**src/rtl/fft_frame_ctrl.sv**
```systemverilog
// fft_frame_ctrl: frame sequencer in front of fft_top.
// Captures one frame of ADC samples bank-major into the four input banks,
// pulses the FFT start, waits for completion, then streams all N result bins.
//
// state   | meaning
// --------+-----------------------------------------------------------
// S_IDLE  | waiting for iARM; cnt held at zero
// S_LOAD  | accepting samples, one RAM write per accepted sample
// S_START | one-cycle FFT start pulse; arms the completion watchdog
// S_WAIT  | waiting for a low-then-high iFFT_RDY, or watchdog expiry
// S_DUMP  | issuing N read addresses and draining the read pipeline
module fft_frame_ctrl #(
  parameter int A_BIT   = 10,
  parameter int D_BIT   = 17,
  parameter int RD_LAT  = 2,
  parameter int TIMEOUT = 65536
) (
  input  logic             iCLK,
  input  logic             iRESET,
  input  logic             iARM,
  input  logic [D_BIT-2:0] iADC_DATA,
  input  logic             iADC_VALID,
  output logic             oADC_READY,
  output logic [D_BIT-2:0] oDATA,
  output logic [A_BIT-1:0] oADDR_WR,
  output logic [3:0]       oWE,
  output logic             oFFT_START,
  input  logic             iFFT_RDY,
  output logic [A_BIT-1:0] oADDR_RD,
  input  logic [D_BIT-1:0] iFFT_RE_0,
  input  logic [D_BIT-1:0] iFFT_RE_1,
  input  logic [D_BIT-1:0] iFFT_RE_2,
  input  logic [D_BIT-1:0] iFFT_RE_3,
  output logic [D_BIT-1:0] oOUT_DATA,
  output logic             oOUT_VALID,
  output logic             oOUT_LAST,
  output logic             oBUSY,
  output logic             oOVF,
  output logic             oERR
);

  localparam int CW = A_BIT + 2;
  localparam int TW = $clog2(TIMEOUT + 1);
  // all-ones is sample/bin N-1, the terminal count for both LOAD and DUMP
  localparam logic [CW-1:0] CNT_LAST = {CW{1'b1}};
  // watchdog is a down-counter; reaching zero means TIMEOUT WAIT cycles elapsed
  localparam logic [TW-1:0] TMR_LOAD = TW'(TIMEOUT - 1);

  typedef enum logic [2:0] {S_IDLE, S_LOAD, S_START, S_WAIT, S_DUMP} state_t;

  state_t               state;
  logic [CW-1:0]        cnt;
  logic [TW-1:0]        tmr;
  logic                 seen_low;
  logic                 rd_act;
  logic                 issue;
  logic [RD_LAT:0]      vld_pipe;
  logic [RD_LAT:0]      last_pipe;
  logic [RD_LAT:0][1:0] bank_pipe;

  assign issue = (state == S_DUMP) && rd_act;

  // Frame sequencing FSM with registered write-side and status outputs
  always_ff @(posedge iCLK or posedge iRESET) begin
    if (iRESET) begin
      state      <= S_IDLE;
      cnt        <= '0;
      tmr        <= '0;
      seen_low   <= 1'b0;
      rd_act     <= 1'b0;
      oADC_READY <= 1'b0;
      oDATA      <= '0;
      oADDR_WR   <= '0;
      oWE        <= '0;
      oFFT_START <= 1'b0;
      oADDR_RD   <= '0;
      oBUSY      <= 1'b0;
      oOVF       <= 1'b0;
      oERR       <= 1'b0;
    end else begin
      oWE        <= '0;
      oFFT_START <= 1'b0;
      // samples outside LOAD are dropped but flagged
      if (iADC_VALID && (state != S_LOAD)) oOVF <= 1'b1;
      case (state)
        S_IDLE: begin
          cnt <= '0;
          if (iARM) begin
            state      <= S_LOAD;
            oADC_READY <= 1'b1;
            oBUSY      <= 1'b1;
            // a sample coincident with iARM is still outside LOAD
            oOVF       <= iADC_VALID;
            oERR       <= 1'b0;
          end
        end
        S_LOAD: begin
          if (iADC_VALID) begin
            oWE      <= 4'b0001 << cnt[CW-1:A_BIT];
            oADDR_WR <= cnt[A_BIT-1:0];
            oDATA    <= iADC_DATA;
            cnt      <= cnt + CW'(1);
            if (cnt == CNT_LAST) begin
              state      <= S_START;
              oADC_READY <= 1'b0;
            end
          end
        end
        S_START: begin
          oFFT_START <= 1'b1;
          seen_low   <= 1'b0;
          tmr        <= TMR_LOAD;
          state      <= S_WAIT;
        end
        S_WAIT: begin
          if (!iFFT_RDY) seen_low <= 1'b1;
          // RDY takes priority over a coincident watchdog expiry
          if (iFFT_RDY && seen_low) begin
            state  <= S_DUMP;
            cnt    <= '0;
            rd_act <= 1'b1;
          end else if (tmr == '0) begin
            state <= S_IDLE;
            oBUSY <= 1'b0;
            oERR  <= 1'b1;
          end else begin
            tmr <= tmr - TW'(1);
          end
        end
        S_DUMP: begin
          if (rd_act) begin
            oADDR_RD <= cnt[A_BIT-1:0];
            cnt      <= cnt + CW'(1);
            if (cnt == CNT_LAST) rd_act <= 1'b0;
          end
          if (last_pipe[RD_LAT]) begin
            state <= S_IDLE;
            oBUSY <= 1'b0;
          end
        end
        default: state <= S_IDLE;
      endcase
    end
  end

  // Read pipeline: bank index follows the address for RD_LAT cycles, then muxes the bank data
  always_ff @(posedge iCLK or posedge iRESET) begin
    if (iRESET) begin
      vld_pipe   <= '0;
      last_pipe  <= '0;
      bank_pipe  <= '0;
      oOUT_DATA  <= '0;
      oOUT_VALID <= 1'b0;
      oOUT_LAST  <= 1'b0;
    end else begin
      vld_pipe[0]  <= issue;
      last_pipe[0] <= issue && (cnt == CNT_LAST);
      bank_pipe[0] <= cnt[CW-1:A_BIT];
      for (int i = 1; i <= RD_LAT; i++) begin
        vld_pipe[i]  <= vld_pipe[i-1];
        last_pipe[i] <= last_pipe[i-1];
        bank_pipe[i] <= bank_pipe[i-1];
      end
      oOUT_VALID <= vld_pipe[RD_LAT];
      oOUT_LAST  <= last_pipe[RD_LAT];
      if (vld_pipe[RD_LAT]) begin
        case (bank_pipe[RD_LAT])
          2'd0:    oOUT_DATA <= iFFT_RE_0;
          2'd1:    oOUT_DATA <= iFFT_RE_1;
          2'd2:    oOUT_DATA <= iFFT_RE_2;
          default: oOUT_DATA <= iFFT_RE_3;
        endcase
      end
    end
  end

endmodule

```
**config.mk**
```make
export PLATFORM = sky130hd
export DESIGN_NAME = fft_frame_ctrl
export DESIGN_NICKNAME = d
export VERILOG_FILES = /design/src/rtl/fft_frame_ctrl.sv
export SDC_FILE = /design/constraint.sdc
export NUM_CORES = 1
export LEC_CHECK = 0
export BUFFER_PORTS_ARGS = -buffer_cell sky130_fd_sc_hd__buf_2
export CAP_MARGIN = 30
export CORE_MARGIN = 1.5
export CORE_UTILIZATION = 50
export DETAILED_ROUTE_END_ITERATION = 6
export PLACE_DENSITY_LB_ADDON = 0.1
export SLEW_MARGIN = 30
export SYNTH_ARGS = -nofsm -noshare
export SYNTH_HDL_FRONTEND = slang
export SYNTH_SLANG_ARGS = --single-unit
```
**constraint.sdc**
```tcl
create_clock -name iCLK -period 3.5 [get_ports iCLK]
set_clock_uncertainty 0.05 [all_clocks]
set_input_delay 0.35 -clock iCLK [delete_from_list [all_inputs] [get_ports iCLK]]
set_output_delay 0.35 -clock iCLK [all_outputs]
set_load 0.02 [all_outputs]
```
Word level (Yosys, flattened, before mapping)
Cells that the tools add are included.
- flip-flop bits (word level): 110
- latch bits: 0
- memory bits (writable): 0
- ROM bits: 0
- input bits: 89
- logic and storage cells: 106
- memories: 0
- add/sub/neg operators: 2
- $mul: 0
- div/mod/pow operators: 0
- $lt $le $gt $ge: 0
- equal/unequal tests: 19
- shift-type cells: 1
- multiplexer cells: 39
- bitwise gates (word level): 0
- reduce and logical (&&, ||, !) cells: 23
- operator list (operator ; count):
    17-bit case mux with 3 select lines ; 1
    12-bit case mux with 4 select lines ; 1
    12-bit two-way mux ; 3
    17-bit two-way mux ; 2
    17-bit case mux with 2 select lines ; 1
    2-bit inequality test, second input constant ; 10
    3-bit two-way mux ; 6
    17-bit zero test ; 1
    1-bit two-way mux ; 17
    17-bit by 1-bit subtractor with 17-bit output, second input constant ; 1
    3-bit case mux with 5 select lines ; 1
    12-bit by 1-bit adder with 12-bit output, second input constant ; 1
    12-bit == test, second input constant ; 1
    4-bit AND reduction ; 3
    5-bit AND reduction ; 2
    4-bit two-way mux ; 2
    1-bit case mux with 2 select lines ; 4
    2-bit AND reduction ; 4
    2-bit nonzero test ; 4
    3-bit by 2-bit == test with 1-bit output, second input constant ; 2
    1-bit logical AND ; 4
    4-bit nonzero test ; 1
    1-bit by 2-bit << shifter with 4-bit output, first input constant ; 1
    3-bit by 1-bit == test with 1-bit output, second input constant ; 1
    other kinds (10) ; 10

Logic depth before layout (Yosys ltp)
Gate-level depths: netlist (run 1).
- depth after elaboration: 5
- mapped depth: 8
- depth with buffers taken out: 7

Worst setup path before layout (run 1)
No wires, ideal clock.
- kind: register to register
- start: register tmr[5]
- end: register tmr[15]
- setup time: 69 ps
- arrival: 1756 ps
- setup slack: 1625 ps
- cell stages (with the launch flop): 7
- path buffers: 1
- period minus slack after synthesis: 1875 ps
- cells stage by stage: dfrtp_1 or3_1 buf_6 nor4_4 nand4_2 or4_1 nand3_1
- longest elaborated chain between the ends: 4
- elaborated cells between the ends (all ways): 7
- classes of those cells: 1 x add/sub; 1 x eq/ne; 3 x mux; 2 x reduce/logical
- RTL lines (element ; line ; text):
    start: declaration ; 53 ; logic [TW-1:0] tmr;
    start signal: assignment ; 127 ; tmr <= tmr - TW'(1);
    17-bit by 1-bit subtractor with 17-bit output ; 127 ;
    17-bit two-way mux ; 122 ; end else if (tmr == '0) begin
    17-bit two-way mux ; 118 ; if (iFFT_RDY && seen_low) begin
    17-bit case mux with 2 select lines ; 85 ; case (state)
Parallel ways exist; a longest one is shown, timed or not. The select of a mux whose other input is x is not followed.
A chain may end at the register's enable or synchronous reset.

Worst setup path after layout (run 1)
- start: register tmr[14]
- end: register state[1]
- longest elaborated chain between the ends: 3
- RTL lines (element ; line ; text):
    17-bit zero test ; 122 ;
    3-bit inequality test (no source line) ; -- ;
    5-bit AND reduction (no source line) ; -- ;
    end signal: assignment ; 119 ; state <= S_DUMP;
    end signal: assignment ; 123 ; state <= S_IDLE;
    end signal: assignment ; 137 ; state <= S_IDLE;
    end: declaration ; 51 ; state_t state;
Every way passes these cells.

==> results_dict.tcl, run 1 <==
set metrics [dict create \
    grt_pass1_vias 3794 \
    seq_area_frac_synth_pct 55.77 \
    cts_max_level 3 \
    postCtsHoldBufs 0 \
    worstMarginPinSlew_ps 779.0 \
    drtIter0Drc 126 \
    wl_per_cell_um 15.18 \
    coreArea_sq_um 9684 \
    holdWs_ps 56.73 \
    overflow 0 \
    root_buffer "clkbuf_8" \
    arrival_ps 2650 \
    start_util_pct 50.97 \
    crit_path_end "state[1]$_DFFE_PP0P_" \
    crit_fanout 13 \
    placedCellCount 711 \
    cp_slowest_cell "nor4_1" \
    yosys.area.top_type "dfrtp_1" \
    clkTransAtPathRegs_ps 100 \
    crit_chain "nor4_1, nand4_1, and2_1, o21ai_0, o21ai_0" \
    via_count 3871 \
    cts_resized 0 \
    cp_top_family "simple AND/OR/NAND/NOR gates" \
    die_h_um 102.4 \
    drive_above_1_share_pct 37.71 \
    cpMostUsedCell "o21ai_0" \
    synth_warnings 0 \
    ys.flop_type "dfrtp_1" \
    cts_buffer_depth 2 \
    hold_violations 0 \
    post_cts_buffers 0 \
    rows 36 \
    cp.required_ps 3690 \
    clk_latency_ps 370 \
    drtAntennaViolNets 0 \
    antenna_found_initial 0 \
    cts_tree "yes" \
    port_buffers 152 \
    postSynthCellCount 444 \
    viasPerCell 5.325 \
    final_nets 681 \
    io_pins 153 \
    vdd_drop_max_uv 279.2 \
    min_path_type "in -> async" \
    cts_buffers 9 \
    max_stage_delay_ps 550 \
    instances_no_fill 727 \
    grt_pass1_wl_mm 17.62 \
    crit-reg2reg-capture "state[1]$_DFFE_PP0P_" \
    drt-total-wl_mm 11.04 \
    avgSynthCellArea_sq_um 11.12 \
    grtUsageTotal_pct 21.84 \
    cp-end-kind "register" \
    critPathLaunchType "register" \
    die-width_um 102.4 \
    reg2reg_depth 5 \
    gp_congestion 0.8050 \
    setup_violations 0 \
    cellPowerDensity_nw_per_um2 415.0 \
    rsz0062_at_grt "no" \
    period_needed_ps 2457 \
    grt_max_degree 63 \
    yosysMostFrequentCell "dfrtp_1" \
    clock-sinks 110 \
    dp_hpwl_mm 8.031 \
    synth_top_area_share_pct 55.77 \
    slew_viol_final 0 \
    r2r_slack_ps 1040 \
    synthToLayoutAreaGrowth_pct 21.57 \
    n_antenna_cell 0 \
    tns_ps 0 \
    n_fill_cell 835 \
    ys_types 40 \
    r2r-start "tmr[14]$_DFFE_PP0P_" \
    outcome "complete, no violations" \
    maxCapViolations 0 \
    synthTopCellsByCount "dfrtp_1, nand2_1, mux2_2" \
    dr.pass1.iters 5 \
    crit_type "reg -> reg" \
    ys_ff_latch 110 \
    die_area_sq_um 10480 \
    max_freq_mhz 406.9 \
    syn_nets 536 \
    relSlewSlack_pct 48.07 \
    cp_num_buf_inv 0 \
    synth_area_leaders "dfrtp_1, nand2_1, mux4_2" \
    fin_ws_ps 1043 \
    cp.depth 5 \
    synth_edf_count 0 \
    leakage_nw 3.038 \
    synth_area_sq_um 4936 \
    async_flop_share_pct 100.0 \
    period_share_pct 70.21 \
    dpl_worst_slack_ps 1153 \
    crit_path_start "tmr[14]$_DFFE_PP0P_" \
    remaining_drc_errors 0 \
]
kinds of logic after synthesis:
family          after synthesis  share of synthesized area, %
simple gates                191                         18.50
flops                       110                         55.77
mux                          46                         14.32
compound gates               44                         5.197
buf+inv                      36                         2.966
xor+xnor                     14                         2.484
fa+ha+maj                     3                        0.7605
state kept, by name, summed over array words and instances, names as in the netlist, 3 cells and up:
signal	count
tmr	17
oADDR_WR	10
cnt	12
oDATA	16
bank_pipe	6
oOUT_DATA	17
state	3
oADDR_RD	10
vld_pipe	3
oWE	4
last_pipe	3
report_power, final:
part,internal (mW),leakage (nW),switching (mW)
combinational,0.136,1.55,0.213
clock,0.290,0.0914,0.451
sequential,1.34,1.40,0.0613
routing by layer:
layer | wire length, um | track usage (%)
met1 | 4650 | 26.68
met2 | 5569 | 38.92
met3 | 648 | 4.651
met4 | 171 | 6.639
met5 | 0 | 0
final cells by class:
class / count / area, sq um / share of cell area, %
Clock buffer: 10 / 137.6 / 2.294
Multi-Input combinational cell: 298 / 2037 / 33.94
Tap cell: 133 / 166.4 / 2.773
Timing Repair Buffer: 158 / 805.8 / 13.43
Inverter: 12 / 47.55 / 0.7923
Clock inverter: 6 / 52.55 / 0.8757
Sequential cell: 110 / 2754 / 45.89
through the flow:
step / power, mW / cell area, sq um / utilization (%)
after floorplan: 1.620 / 4936 / -
after global placement: 1.769 / 5809 / 59.99
after detailed placement: 1.780 / 5809 / 59.99
after CTS: 2.510 / 6000 / 61.95
after global routing: 2.611 / 6001 / 61.96
final: 2.490 / 6001 / 61.96
how the worst min path moves through the flow:
stage,startpoint,slack [ps],cells after the start,end
after CTS,iRESET,80,2,oDATA[10]$_DFFE_PP0P_
after global routing,iADC_DATA[6],100,3,oDATA[6]$_DFFE_PP0P_
after floorplan,bank_pipe[0]$_DFF_PP0_,280,0,bank_pipe[2]$_DFF_PP0_
after detailed placement,bank_pipe[3]$_DFF_PP0_,280,0,bank_pipe[5]$_DFF_PP0_
final,iRESET,60,2,tmr[5]$_DFFE_PP0P_
after global placement,bank_pipe[0]$_DFF_PP0_,280,0,bank_pipe[2]$_DFF_PP0_
layout by cell type, fill, tap and decap left out, types with 3 or more instances in the layout:
cell      Yosys  routed
a31oi_1       3       3
nand2_1     103     103
a21oi_1      14      14
or3_1         8       8
buf_2         3     152
mux4_2       17      17
and3_1       11      11
dfrtp_1     110     109
nor2b_1       3       3
or4_1         3       3
inv_1        12      11
buf_4         0       6
nor3b_1       3       3
xor2_1       13      13
o31ai_1       6       6
ha_1          3       3
nor4_1        6       6
nand4_1       9       9
o21ai_0      14      14
clkbuf_8      0      10
mux2_2       27      27
nor2_1       18      18
nand3_1      13      13
nor3_1        3       3
Power figures use the tool's default switching activity.
==> run 2: changes to the inputs <==
==> constraint.sdc (replaced) <==
create_clock -name iCLK -period 2.5 [get_ports iCLK]
set_clock_uncertainty 0.05 [all_clocks]
set_input_delay 0.25 -clock iCLK [delete_from_list [all_inputs] [get_ports iCLK]]
set_output_delay 0.25 -clock iCLK [all_outputs]
set_load 0.02 [all_outputs]
==> results_dict.tcl, run 2 (synthesis gave the netlist of run 1 again) <==
set metrics [dict create \
    tns_ps 0 \
    die_area_sq_um 10480 \
    rows 36 \
    coreArea_sq_um 9684 \
    root_buffer "clkbuf_8" \
    leakage_nw 3.069 \
    critPathLaunchType "register" \
    final_common_cell "buf_2" \
    cts_buffers 9 \
    drive_above_1_share_pct 38.17 \
    vdd_drop_max_uv 375.8 \
    grt_pass1_vias 3781 \
    io_pins 153 \
    slew_viol_final 0 \
    synthToLayoutAreaGrowth_pct 22.81 \
    p_int_mw 2.445 \
    clockPowerShare_pct 28.7 \
    grt_max_degree 111 \
    viasPerCell 5.248 \
    dr.pass1.iters 4 \
    start_util_pct 50.97 \
    outcome "complete, no violations" \
    crit_type "reg -> reg" \
    relSlewSlack_pct 54.23 \
    mostFrequentLayoutCells "buf_2, dfrtp_1, nand2_1" \
    combPwrFrac_pct 14.4 \
    clkTransAtPathRegs_ps 110 \
    crit_fanout 12 \
    max_freq_mhz 437.9 \
    cts_buffer_depth 2 \
    cts_resized 0 \
    postCtsHoldBufs 0 \
    r2r_slack_ps 220 \
    placedCellCount 717 \
    hold_violations 0 \
    crit-reg2reg-capture "cnt[9]$_DFFE_PP0P_" \
    antenna_found_initial 0 \
    clk_latency_ps 360 \
    utilization_pct 62.60 \
    drtIter0Drc 146 \
    overflow 0 \
    period_share_pct 91.36 \
    cp-end-kind "register" \
    arrival_ps 2520 \
    maxCapViolations 0 \
    gp_congestion 0.8359 \
    wl_per_cell_um 15.05 \
    die_h_um 102.4 \
    grtUsageTotal_pct 21.72 \
    instances_no_fill 733 \
    remaining_drc_errors 0 \
    drt-total-wl_mm 11.04 \
    clock-sinks 110 \
    drtAntennaViolNets 0 \
    worstMarginPinSlew_ps 685.0 \
    post_cts_buffers 0 \
    cellPowerDensity_nw_per_um2 568.8 \
    via_count 3847 \
    cts_max_level 3 \
    n_antenna_cell 0 \
    setup_violations 0 \
    reg2reg_depth 6 \
    seqPwrFrac_pct 56.9 \
    p_sw_mw 1.003 \
    port_buffers 152 \
    dp_hpwl_mm 8.045 \
    reg_top3 "oOUT_DATA: 17 flops, tmr: 17 flops, oDATA: 16 flops" \
    crit_path_start "state[2]$_DFFE_PP0P_" \
    r2r-start "state[2]$_DFFE_PP0P_" \
    die-width_um 102.4 \
    period_needed_ps 2284 \
    grt_pass1_wl_mm 17.77 \
    swShare_pct 29.08 \
    cp.required_ps 2730 \
    rsz0062_at_grt "no" \
    final_nets 687 \
    cts_tree "yes" \
    min_path_type "in -> async" \
]
## run 2: worst max path at each step
stage | depth (start not counted) | to
final | 6 | cnt[9]$_DFFE_PP0P_
after global routing | 6 | cnt[9]$_DFFE_PP0P_
after CTS | 6 | cnt[9]$_DFFE_PP0P_
after detailed placement | 6 | cnt[6]$_DFFE_PP0P_
after global placement | 6 | cnt[6]$_DFFE_PP0P_
after floorplan | 6 | tmr[15]$_DFFE_PP0P_
## run 2: layer usage
| metal | vias to the layer above | track usage, % | part of all wire (%) |
|---|---|---|---|
| met5 | - | 0 | 0 |
| met4 | 0 | 7.692 | 1.5 |
| met3 | 14 | 3.694 | 4.3 |
| met2 | 95 | 38.16 | 51 |
| met1 | 1890 | 27.10 | 43 |
| li1 | 1848 | - | - |
## run 2: area by class of cell
type,instances,area [sq um]
fillers,801,3622
flip-flops and latches,110,2753
inverters,12,48.80
clock buffers,9,123.9
multi-input cells,298,2037
well taps,133,166.4
repair buffers,164,875.8
clock inverters,7,57.56
## run 2: stage by stage
| stage | setup WS [ps] | cell area, sq um | hold WS, ps | total power [mW] |
|---|---|---|---|---|
| 2_1_floorplan | 625.5 | 4940 | 281.2 | 2.268 |
| 3_3_place_gp | 413.9 | 5881 | 281.2 | 2.481 |
| 3_5_place_dp | 329.4 | 5881 | 284.7 | 2.497 |
| 4_1_cts | 274.5 | 6062 | 0.1461 | 3.505 |
| 5_1_grt | 45.14 | 6062 | 6.081 | 3.644 |
| 6_report | 216.1 | 6062 | 1.558 | 3.448 |
## run 2: worst max-delay path, stage by stage, from the launching register on
cell,delay (ps)
dfrtp_1,560
and2b_1,280
nand4_1,160
a21boi_1,600
buf_4,290
o21ai_0,110
a21oi_1,160
## run 2: power by group through the flow
| stage | sequential, mW | combinational, mW | clock, mW |
|---|---|---|---|
| floorplan | 2.07 | 0.199 | 0 |
| global placement | 1.99 | 0.488 | 0 |
| detailed placement | 1.99 | 0.502 | 0 |
| CTS | 1.96 | 0.504 | 1.04 |
| global route | 1.98 | 0.550 | 1.11 |
| finish | 1.96 | 0.495 | 0.991 |
